===== config.mk =====
export PLATFORM = sky130hd
export DESIGN_NAME = fetch_stage
export DESIGN_NICKNAME = d
export VERILOG_FILES = /design/src/rtl/fetch_stage.sv
export SDC_FILE = /design/constraint.sdc
export NUM_CORES = 1
export LEC_CHECK = 0
export BUFFER_PORTS_ARGS = -buffer_cell sky130_fd_sc_hd__clkbuf_2
export CORE_ASPECT_RATIO = 1.4
export CORE_MARGIN = 3
export CORE_UTILIZATION = 40
export DETAILED_ROUTE_END_ITERATION = 16
export HOLD_SLACK_MARGIN = 0.06
export PLACE_DENSITY = 0.65
export SLEW_MARGIN = 10
export SYNTH_ARGS = -nofsm -noshare
export SYNTH_HDL_FRONTEND = slang
export SYNTH_SLANG_ARGS = --single-unit

===== constraint.sdc =====
create_clock -name clk -period 8.3 [get_ports clk]
set_input_delay 1.66 -clock clk [delete_from_list [all_inputs] [get_ports clk]]
set_output_delay 1.66 -clock clk [all_outputs]
set_load 0.01 [all_outputs]

===== src/rtl/fetch_stage.sv =====
// Instruction-fetch stage with IF/ID register, PC redirect mux and
// hardware return-address stack for the 19-bit pipelined core.
module fetch_stage #(
  parameter int unsigned AW    = 12,
  parameter int unsigned DEPTH = 8,
  parameter int unsigned SPW   = 3
) (
  input  logic          clk,
  input  logic          reset,
  input  logic          stall,
  input  logic [1:0]    pc_mux,
  input  logic          push,
  input  logic          pop,
  output logic [AW-1:0] imem_addr,
  input  logic [18:0]   imem_data,
  output logic [18:0]   id_instr,
  output logic [AW-1:0] id_pc,
  output logic          id_valid,
  output logic          stk_ovf,
  output logic          stk_unf
);

  localparam int unsigned CW = SPW + 1;
  localparam logic [1:0] MUX_SEQ = 2'b00;
  localparam logic [1:0] MUX_BR  = 2'b01;
  localparam logic [1:0] MUX_JMP = 2'b10;
  localparam logic [1:0] MUX_RET = 2'b11;

  logic [AW-1:0]  pc;
  logic [SPW-1:0] sp;
  logic [CW-1:0]  count;
  logic [AW-1:0]  stack_mem [DEPTH];

  logic          act_c;
  logic          do_push_c;
  logic          do_pop_c;
  logic          stk_full_c;
  logic          stk_empty_c;
  logic          redirect_c;
  logic [AW-1:0] ret_addr_c;
  logic [AW-1:0] top_c;
  logic [AW-1:0] target_c;

  assign imem_addr = pc;

  // Control decode and next-PC selection; the ID instruction only acts when real and unstalled
  always_comb begin
    act_c       = id_valid & ~stall;
    do_push_c   = act_c & push;
    do_pop_c    = act_c & pop & ~push;
    stk_full_c  = (count == CW'(DEPTH));
    stk_empty_c = (count == '0);
    ret_addr_c  = id_pc + AW'(1);
    top_c       = stk_empty_c ? '0 : stack_mem[sp - SPW'(1)];
    redirect_c  = act_c & (pc_mux != MUX_SEQ);
    target_c    = pc + AW'(1);
    if (redirect_c) begin
      case (pc_mux)
        MUX_BR:  target_c = ret_addr_c + AW'($signed(id_instr[7:0]));
        MUX_JMP: target_c = id_instr[AW-1:0];
        MUX_RET: target_c = top_c;
        default: target_c = pc + AW'(1);
      endcase
    end
  end

  // PC, IF/ID register, stack pointer and sticky flags
  always_ff @(posedge clk) begin
    if (reset) begin
      pc       <= '0;
      id_instr <= '0;
      id_pc    <= '0;
      id_valid <= 1'b0;
      sp       <= '0;
      count    <= '0;
      stk_ovf  <= 1'b0;
      stk_unf  <= 1'b0;
    end else if (!stall) begin
      pc    <= target_c;
      id_pc <= pc;
      if (redirect_c) begin
        id_valid <= 1'b0;
        id_instr <= '0;
      end else begin
        id_valid <= 1'b1;
        id_instr <= imem_data;
      end
      if (do_push_c) begin
        sp <= sp + SPW'(1);
        if (stk_full_c) stk_ovf <= 1'b1;
        else            count   <= count + CW'(1);
      end else if (do_pop_c) begin
        if (stk_empty_c) begin
          stk_unf <= 1'b1;
        end else begin
          sp    <= sp - SPW'(1);
          count <= count - CW'(1);
        end
      end
    end
  end

  // Stack storage needs no reset; a full push overwrites the oldest entry
  always_ff @(posedge clk) begin
    if (!reset && do_push_c) stack_mem[sp] <= ret_addr_c;
  end

endmodule


== After elaboration in Yosys (flattened, before gate mapping) ==
Memory sizes are Yosys's and may differ from the RTL's.
Index checks and enable logic that the tools add are counted.

* Memories: 1
* Flip-flop bits (word level): 53
* Logic and storage cells: 53
* Bits in writable memories: 96
* Latch bits: 0
* Bits in read-only memories: 0
* Output and inout port bits: 46

{| class="wikitable"
|+ Memory list
! name !! depth !! width !! rd ports !! clocked after memory_dff !! write ports !! line !! RTL
|-
| stack_mem || 8 || 12 || 1 || 0 || 1 || 32 || <nowiki>logic [AW-1:0] stack_mem [DEPTH];</nowiki>
|}

* Order comparisons: 0
* Equal/unequal tests: 6
* Div/mod/pow operators: 0
* Add/subtract/negate cells: 7
* Bitwise logic cells: 8
* Multiplexer cells: 14
* Reductions and logical operators: 9
* $mul: 0
* Shift-type cells: 0

{| class="wikitable"
|+ Operators by type and width
! cell !! count
|-
| 12-bit case mux with 3 select lines || 1
|-
| 12-bit by 1-bit adder with 12-bit output (second input constant) || 2
|-
| 12-bit 2-to-1 mux || 2
|-
| 19-bit 2-to-1 mux || 1
|-
| 4-bit 2-to-1 mux || 4
|-
| 12-bit adder || 1
|-
| 3-bit 2-to-1 mux || 3
|-
| 4-bit AND reduction || 2
|-
| 3-bit AND reduction || 2
|-
| 1-bit AND || 5
|-
| 4-bit by 1-bit adder with 4-bit output (second input constant) || 1
|-
| 2-bit equality test (second input constant) || 2
|-
| 4-bit equality test (second input constant) || 1
|-
| 4-bit zero test || 1
|-
| 2-bit != test (second input constant) || 2
|-
| 2-bit nonzero test || 2
|-
| 4-bit by 1-bit subtractor with 4-bit output (second input constant) || 1
|-
| 3-bit by 1-bit adder with 3-bit output (second input constant) || 1
|-
| 1-bit 2-to-1 mux || 3
|-
| 1-bit inverter || 3
|-
| 3-bit by 1-bit subtractor with 3-bit output (second input constant) || 1
|-
| 2-bit by 1-bit equality test with 1-bit output (second input constant) || 1
|-
| 1-bit logical AND || 1
|-
| 1-bit zero test || 1
|}

== Longest topological paths before layout ==
Gate-level depths: netlist (run 1).

* Depth in word-level cells: 6
* Gate-level depth with buffers: 11
* Depth with buffers taken out: 10

== Worst setup path before layout (run 1) ==
OpenSTA, ideal clock, no wires.

* Path type: input -> register
* From: input port stall
* To: memory stack_mem[1][0] (enable)
* Stages on the path: 7
* Arrival: 3404 ps
* Setup slack: 4500 ps
* Data required time: 7904 ps
* Cells stage by stage: clkbuf_1 nor2b_1 buf_2 nand2_1 nor2_1 nand2_1 nor3_1

* Word-level cells in the longest chain between the ends: 6

{| class="wikitable"
|+ Ends and longest elaborated chain
! item !! line !! RTL
|-
| start, declared || 10 || <nowiki>input logic stall,</nowiki>
|-
| 1-bit inverter (no line) || -- ||
|-
| 1-bit AND || 48 || <nowiki>act_c = id_valid & ~stall;</nowiki>
|-
| 1-bit AND || 49 || <nowiki>do_push_c = act_c & push;</nowiki>
|-
| 1-bit logical AND || 105 || <nowiki>if (!reset && do_push_c) stack_mem[sp] <= ret_addr_c;</nowiki>
|-
| 1-bit 2-to-1 mux || 105 ||
|-
| 1-bit 2-to-1 mux (implied by the code) || 105 ||
|-
| end, declared || 32 ||
|}

No other way between the ends.

== Final worst setup path (run 1) ==
* From: input port stall
* To: memory stack_mem[2][4] (enable)

Same word-level chain as after synthesis.

==> run_results.csv, run 1 <==
group,metric,value,unit
pwr,p_int,1.25,mW
worst_setup_path,required,8.34,ns
cts,postCtsHoldBufs,0,
floorplan,io_pins,72,
worst_setup_path,crit_type,"in -> reg",
global_route,antenna_found_initial,0,
sta,finClkSkew,0.0112,ns
worst_setup_path,critPathMaxFanout,44,
logic_synthesis,syn-instance-count,553,
logic_synthesis,yosysUniqueCellTypes,58,
global_route,grt_max_degree,56,
finish,final_cells,838,
sta,drv_slew,0,
cts,cts_sinks,149,
sta,layout_setup_ws,4.37,ns
logic_synthesis,synthTopCellsByCount,"edfxtp_1, dfxtp_1, nor2_1",
pwr,power.switching,438,uW
cts,insertion_delay,0.43,ns
cts,numCtsBuffers,17,
pwr,p_leak,2.99,nW
global_route,grt_pass1_wl,26.9,mm
drt,drt_iter0_drc,384,
placed_design,routabilityCongestion,0.910,
sta,fin_tns_setup,0,ns
drt,drc,0,
global_route,grt_pass1_vias,4877,
sta,final-hold-violation-count,0,
drt,vias,4831,
drt,via_per_inst,5.76,
status,status,"finished, final reports clean",
cts,cts_tree,"built",
logic_synthesis,synth.most_common_cell,"edfxtp_1",
drt,drt-total-wl,16.8,mm
cts,clk_pin_slew,0.07,ns
finish,n_fill_cell,1499,
cts,h-tree-depth,4,
logic_synthesis,synth.top_cell.area_share,0.420,
floorplan,core.rowCount,56,
logic_synthesis,async_flop_share,0,
placed_design,pre_cts_ws,3.93,ns
pwr,power,1.69,mW
logic_synthesis,syn_area_per_cell,12.4,um2
sta,max_freq,0.254,GHz
worst_setup_path,worstSetupEndpointType,"flip-flop",
cts,clockBufferDepth,2,
pwr,clockPowerShare,0.434,
logic_synthesis,synth_area_leaders,"edfxtp_1, dfxtp_1, mux4_2",
placed_design,dp.final_hpwl,12.2,mm
logic_synthesis,yosysTopAreaCell,"edfxtp_1",
sta,slew_headroom,0.153,
pwr,p_seq_frac,0.481,
logic_synthesis,ys_seq_area_frac,0.575,
worst_setup_path,cp_data_arrival_time,3.97,ns
sta,setup_viol_count_final,0,
sta,fin_crit_sh,0.474,
sta,final.min_clock_period,3.93,ns
global_route,grt.overflow.total,0,
floorplan,die_height,161,um
pwr,peakVddDrop,134,uV
floorplan,dieWidth,117,um
sta,rsz0062_at_grt,"no",
drt,wl_per_cell,20.1,um
drt,antenna_left,0,
logic_synthesis,synth_edf_count,96,
cts,cts_resized,0,
finish,antenna_cells,0,
floorplan,core,0.0168,mm2
finish,area_growth,16.2,%
logic_synthesis,ys_seq_elements,149,
global_route,grt_usage,0.187,
sta,worst_pin_slew,1.26,ns
finish,nNetsFinal,669,
worst_setup_path,start_kind,"primary input",
placed_design,placed_cells,806,
finish,drive_above_1_share,0.230,
cts,cts_setup_buffers,0,
logic_synthesis,syn-cell-area,0.00686,mm2
placed_design,io_buffers,71,
floorplan,start_util,0.408,
pwr,power.density,212,mW/mm2
pwr,swShare,0.259,
logic_synthesis,syn-num-nets,600,
job,max_cap_viol_count,0,
floorplan,die-area,0.0188,mm2
logic_synthesis,yosysWarningCount,0,
pwr,pwr-share-comb,0.085,
min_path,hold_path.class,"reg -> reg",
cts,cts-root-buf,"clkbuf_16",
logic_synthesis,yosys_most_used_dff,"edfxtp_1",
drt,dr.pass1.iters,6,
cells in the final DEF, fill, tap and decap left out, types with 4 or more instances in the layout:
cell	n
o221ai_1	6
xnor2_1	16
inv_6	6
inv_1	12
ha_1	19
mux2i_1	27
xor2_1	8
nor3_1	8
edfxtp_1	96
clkbuf_16	17
nand3_1	30
o21ai_0	21
nand4_1	5
nand2_1	39
buf_4	11
dfxtp_1	53
clkbuf_2	71
a31oi_1	4
nor2_1	49
a21oi_1	44
mux4_2	24
power by group through the flow:
stage	Clock (mW)	Sequential (mW)	Combinational (mW)
floorplan	0	0.828	0.0979
global placement	0	0.829	0.140
detailed placement	0	0.830	0.143
CTS	0.747	0.813	0.144
global route	0.784	0.815	0.158
finish	0.734	0.814	0.143
sequential cells by signal (all words and copies together), names as in the netlist:
register   flops
count          4
id_instr      19
id_pc         12
id_valid       1
imem_addr     12
sp             3
stack_mem     96
stk_ovf        1
stk_unf        1
critical path: stages:
cell and delay [ns]:
clkbuf_2 0.08, buf_4 0.28, nor2b_1 0.20, buf_4 0.24, nand2_1 0.25, nor2_1 0.25
nand2_1 0.16, nor2_1 0.83
path summary, 6_finish.rpt:
| path | startpoint | endpoint | slack, ns | depth (start not counted) |
|---|---|---|---|---|
| max | stall | stack_mem[2][4] | 4.37 | 8 |
| min | id_instr[14] | id_instr[14] | 0.45 | 2 |
| max reg2reg | id_pc[2] | imem_addr[9] | 4.77 | 10 |
| min reg2reg | id_instr[14] | id_instr[14] | 0.45 | 2 |
per-layer routing:
layer  part of all wire  global-route usage  vias to the layer above
met1               0.40               0.227                     2411
met5                  0                   0                        -
met3              0.045              0.0364                       33
li1                   -                   -                     2229
met2               0.52               0.314                      158
met4              0.043              0.0934                        0
kinds of logic (layout without fill, tap and decap cells):
group,after synthesis,in the layout,share of synthesized area
simple gates,153,153,0.103
flops,149,149,0.575
compound gates,109,109,0.0992
mux,51,51,0.118
buf+inv,44,126,0.0288
xor+xnor,26,26,0.0363
fa+ha+maj,21,21,0.0405
through the flow:
| stage | hold WS (ns) | instance area [um2] | util |
|---|---|---|---|
| finish | 0.451 | 7970 | 0.474 |
| global route | 0.483 | 7970 | 0.474 |
| detailed placement | 0.447 | 7410 | 0.440 |
| floorplan | 0.476 | 6860 | - |
| CTS | 0.457 | 7970 | 0.474 |
| global placement | 0.440 | 7410 | 0.440 |
final cells by class:
cell class                 count  area [um2]  share of cell area
clock buffer                  17         425              0.0534
clock inverter                15         140              0.0176
inverter                      12        45.0             0.00565
multi-input combinational    360        2730               0.342
sequential                   149        3940               0.495
tap                          203         254              0.0319
timing repair buffer          82         438              0.0549
(Power assumes the default switching activity.)
==> run 2, diff against run 1 <==
clock period = 4.1 ns   (was 8.3 ns; I/O delays follow)
==> run_results.csv, run 2 (synthesis results as in run 1) <==
group,metric,value,unit
sta,hold_slack,0.464,ns
floorplan,core,0.0168,mm2
worst_setup_path,critical_path.top_delay_family,"compound AO/OA/AOI/OAI gates",
finish,layout_commonest_cell,"edfxtp_1",
finish,regMostFlops,"stack_mem",
worst_setup_path,path_buf_inv,0,
drt,vias,4852,
finish,nNetsFinal,673,
worst_setup_path,cp_cell_sequence,"ha_1, nand2_1, xnor2_1, ha_1, a21oi_1, o211ai_1, a221oi_1, xnor2_1, a21oi_1, a2111oi_0",
sta,final-hold-violation-count,0,
sta,setup_viol_count_final,0,
global_route,grt_pass1_wl,27.1,mm
floorplan,core.rowCount,56,
sta,rsz0062_at_grt,"no",
drt,drt_iter0_drc,401,
worst_setup_path,cp_data_arrival_time,3.75,ns
worst_setup_path,crit_type,"reg -> reg",
pwr,swShare,0.267,
worst_setup_path,worstSetupEndpointType,"flip-flop",
floorplan,io_pins,72,
floorplan,die-area,0.0188,mm2
global_route,grt_usage,0.194,
cts,h-tree-depth,4,
cts,clockBufferDepth,2,
worst_setup_path,cp_slowest_stage_delay,0.69,ns
finish,reg.largest.list,"stack_mem (96), id_instr (19)",
worst_setup_path,start_kind,"flip-flop",
global_route,grt_pass1_vias,4795,
finish,largest_reg_flops,96,
placed_design,dp.final_hpwl,12.8,mm
cts,clk_pin_slew,0.07,ns
drt,drt-total-wl,17.8,mm
pwr,clockPowerShare,0.442,
finish,drive_above_1_share,0.235,
pwr,p_int,2.56,mW
cts,cts_resized,0,
sta,drv_slew,0,
cts,insertion_delay,0.42,ns
sta,final.min_clock_period,3.46,ns
global_route,grt_max_degree,55,
worst_setup_path,critPathMaxFanout,9,
sta,fin_crit_sh,0.843,
sta,slew_headroom,0.229,
drt,dr.pass1.iters,5,
cts,numCtsBuffers,17,
worst_setup_path,slowest_stage,"xnor2_1",
pwr,p_leak,3.03,nW
pwr,power.density,434,mW/mm2
placed_design,routabilityCongestion,0.872,
sta,max_freq,0.289,GHz
cts,cts_tree,"built",
sta,worst_pin_slew,1.16,ns
cts,cts_setup_buffers,0,
cts,cts-root-buf,"clkbuf_16",
floorplan,dieWidth,117,um
cts,cts_sinks,149,
floorplan,start_util,0.408,
finish,area_growth,17.1,%
sta,finClkSkew,0.0109,ns
worst_setup_path,required,4.39,ns
cts,postCtsHoldBufs,0,
min_path,hold_path.class,"reg -> reg",
drt,antenna_left,0,
finish,antenna_cells,0,
drt,wl_per_cell,21.2,um
placed_design,io_buffers,71,
global_route,grt.overflow.total,0,
pwr,p_seq_frac,0.473,
floorplan,die_height,161,um
global_route,antenna_found_initial,0,
job,max_cap_viol_count,0,
pwr,pwr-share-comb,0.085,
drt,drc,0,
finish,mostFrequentLayoutCells,"edfxtp_1, clkbuf_2, dfxtp_1",
pwr,peakVddDrop,274,uV
drt,via_per_inst,5.76,
sta,fin_tns_setup,0,ns
pwr,power.switching,929,uW
status,status,"finished, final reports clean",
run 2: cell count changes in the layout (fill, tap and decap cells not counted):
| cell | change |
|---|---|
| clkinvlp_4 | -2 |
| clkinv_8 | +3 |
| inv_6 | -1 |
| clkinv_2 | -1 |
| buf_4 | +4 |
| clkinv_4 | -1 |
| inv_8 | +2 |
run 2: final cells by class:
class,instances,area (um2)
repair buffers,86,468
clock buffers,17,425
multi-input cells,360,2730
inverters,12,45.0
flip-flops and latches,149,3940
clock inverters,15,174
well taps,203,254
fillers,1501,8780
run 2: final timing paths:
check,from,endpoint,slack [ns],cells past startpoint
max reg2reg,id_pc[0],imem_addr[9],0.64,10
min reg2reg,id_instr[18],id_instr[18],0.46,2
min,id_instr[18],id_instr[18],0.46,2
max,id_pc[0],imem_addr[9],0.64,10
run 2: power by group through the flow:
stage / Combinational (mW) / Clock, mW / Sequential (mW)
2_1_floorplan: 0.198 / 0 / 1.68
3_3_place_gp: 0.291 / 0 / 1.68
3_5_place_dp: 0.296 / 0 / 1.68
4_1_cts: 0.298 / 1.57 / 1.65
5_1_grt: 0.324 / 1.64 / 1.65
6_report: 0.296 / 1.54 / 1.65
run 2: through the flow:
step | cell area, um2 | utilization | power, mW | setup slack, ns | instances
6_report | 8040 | 0.478 | 3.49 | 0.643 | 842
5_1_grt | 8040 | 0.478 | 3.61 | 0.217 | 842
4_1_cts | 8040 | 0.478 | 3.51 | 0.630 | 842
3_5_place_dp | 7440 | 0.442 | 1.98 | 0.680 | 810
3_3_place_gp | 7440 | 0.442 | 1.97 | 0.896 | 810
2_1_floorplan | 6860 | - | 1.87 | 1.14 | 553
run 2: layer usage:
layer,share of wire,global-route usage
met1,0.37,0.217
met2,0.55,0.350
met3,0.037,0.0304
met4,0.040,0.0949
met5,0,0
run 2: worst register-to-register path, delay by kind of cell, from the launching register on:
kind | cells | cell delay [ns]
and+or+nand+nor | 1 | 0.10
xor gates and xnor gates | 2 | 0.85
AOI/OAI and AO/OA | 5 | 1.17
DFF | 1 | 0.46
adders and majority gates | 2 | 0.76
==> run 3, diff against run 2 <==
clock period = 3.6 ns   (was 4.1 ns; I/O delays follow)
==> run_results.csv, run 3 (synthesis results as in run 1) <==
group,metric,value,unit
status,status,"finished, final reports clean",
worst_setup_path,critPathMaxFanout,9,
finish,final_area,0.00810,mm2
floorplan,die_height,161,um
sta,fin_tns_setup,0,ns
min_path,hold_path.class,"reg -> reg",
sta,drv_slew,0,
finish,drive_above_1_share,0.248,
worst_setup_path,r2r-end,"imem_addr[11]",
finish,layout_commonest_cell,"edfxtp_1",
sta,setup_viol_count_final,0,
worst_setup_path,required,3.90,ns
placed_design,dpl-instance-area,0.00751,mm2
pwr,p_seq_frac,0.477,
pwr,power.switching,996,uW
global_route,grt_pass1_wl,28.2,mm
sta,finClkSkew,0.0180,ns
floorplan,core,0.0168,mm2
floorplan,core.rowCount,56,
drt,wirelength_met1,7.20,mm
pwr,p_int,2.94,mW
drt,dr.pass1.iters,5,
sta,final-hold-violation-count,0,
worst_setup_path,path_buf_inv,0,
sta,final.min_clock_period,3.31,ns
placed_design,dp.final_hpwl,13.1,mm
cts,h-tree-depth,4,
sta,worst_pin_slew,1.17,ns
floorplan,io_pins,72,
finish,reg.largest.list,"stack_mem (96), id_instr (19)",
drt,drt-total-wl,18.3,mm
floorplan,die-area,0.0188,mm2
global_route,antenna_found_initial,0,
finish,mostFrequentLayoutCells,"edfxtp_1, clkbuf_2, dfxtp_1",
worst_setup_path,slowest_stage,"xnor2_1",
sta,slew_headroom,0.220,
finish,largest_reg_flops,96,
worst_setup_path,start_kind,"flip-flop",
finish,area_growth,18.0,%
worst_setup_path,r2r-start,"id_pc[4]",
floorplan,dieWidth,117,um
sta,fin_crit_sh,0.919,
pwr,power,3.94,mW
global_route,grt.overflow.total,0,
global_route,grt_pass1_vias,4910,
sta,max_freq,0.302,GHz
finish,antenna_cells,0,
cts,clockBufferDepth,2,
job,max_cap_viol_count,0,
cts,cts_tree,"built",
drt,antenna_left,0,
finish,multi_input_area,0.00274,mm2
global_route,grt_usage,0.199,
worst_setup_path,cp_cell_sequence,"and4_1, and4_1, nand3_1, xnor2_1, ha_1, nor3_1, a211oi_1, xnor2_1, o21ai_2",
drt,drt_iter0_drc,447,
drt,top_layer,"met4",
worst_setup_path,cp_slowest_stage_delay,0.87,ns
worst_setup_path,critical_path.top_delay_family,"XOR/XNOR gates",
min_path,hp-start,"id_instr[17]",
pwr,swShare,0.253,
drt,met2_length,9.87,mm
finish,area.sequential,0.00394,mm2
drt,vias,4852,
worst_setup_path,worstSetupEndpointType,"flip-flop",
worst_setup_path,regToRegSetupSlack,0.29,ns
finish,nNetsFinal,683,
pwr,clockPowerShare,0.437,
cts,cts_setup_buffers,0,
finish,n_fill_cell,1456,
sta,rsz0062_at_grt,"no",
drt,wl_per_cell,21.4,um
pwr,peakVddDrop,322,uV
placed_design,io_buffers,71,
worst_setup_path,cp_data_arrival_time,3.60,ns
sta,hold_slack,0.463,ns
pwr,pwr-share-comb,0.086,
min_path,hold_path_depth,2,
cts,cts_sinks,149,
drt,wl_met3,667,um
floorplan,start_util,0.408,
global_route,grt_max_degree,55,
cts,cts-root-buf,"clkbuf_16",
pwr,p_leak,3.07,nW
finish,fin_util,0.482,
worst_setup_path,crit_type,"reg -> reg",
drt,drc,0,
min_path,holdPathEnd,"id_instr[17]",
finish,regMostFlops,"stack_mem",
worst_setup_path,r2r_cells,9,
pwr,power.density,486,mW/mm2
cts,clk_pin_slew,0.07,ns
cts,insertion_delay,0.42,ns
drt,via_per_inst,5.69,
cts,numCtsBuffers,17,
placed_design,routabilityCongestion,0.894,
[run 3: cell types whose count changed in the layout (fill, tap and decap cells not counted), moves of 2 or more]
cell,previous run,this run
buf_4,15,25
clkinv_8,4,0
clkinvlp_4,0,3
inv_8,5,2
clkinv_4,1,3
[run 3: cell type report]
cell class	instances	share of cell area
inverters	12	0.00556
flip-flops and latches	149	0.487
repair buffers	96	0.0671
clock buffers	17	0.0525
well taps	203	0.0314
clock inverters	15	0.0179
multi-input cells	360	0.339
[run 3: repair_timing]
| item | in CTS | in global routing |
|---|---|---|
| endpoints found under the setup margin | 0 | 1 |
| resized for setup | 0 | 2 |
| hold buffers | 0 | 0 |
[run 3: worst max path at each step]
stage,from,slack [ns],cells after the start,end
finish,id_pc[4],0.29,9,imem_addr[11]
global placement,id_pc[2],0.55,10,imem_addr[9]
global route,id_pc[4],0.08,9,imem_addr[11]
CTS,id_pc[1],0.32,10,imem_addr[9]
detailed placement,id_pc[2],0.34,10,imem_addr[9]
floorplan,stall,0.74,7,stack_mem[1][0]
[run 3: power groups by stage]
stage / clock network [mW] / registers (mW) / logic, mW
2_1_floorplan: 0 / 1.91 / 0.226
3_3_place_gp: 0 / 1.91 / 0.338
3_5_place_dp: 0 / 1.92 / 0.342
4_1_cts: 1.75 / 1.88 / 0.343
5_1_grt: 1.82 / 1.88 / 0.373
6_report: 1.72 / 1.88 / 0.339
[run 3: through the flow]
| step | setup slack (ns) | std cells |
|---|---|---|
| 2_1_floorplan | 0.740 | 553 |
| 3_3_place_gp | 0.552 | 820 |
| 3_5_place_dp | 0.343 | 820 |
| 4_1_cts | 0.320 | 852 |
| 5_1_grt | 0.0812 | 852 |
| 6_report | 0.293 | 852 |
[run 3: worst register-to-register path, delay by kind of cell, from the launching register on]
kind	cells	cell delay, ns
XOR/XNOR	2	1.15
AND/OR/NAND/NOR	4	0.95
flip-flops	1	0.46
adder cells (fa/ha/maj)	1	0.46
AO/OA/AOI/OAI	2	0.18
[run 3: layer usage]
metal  global-route usage  up-vias
li1                     -     2257
met1                0.234     2431
met2                0.356      131
met3               0.0292       33
met4               0.0814        0
met5                    0        -
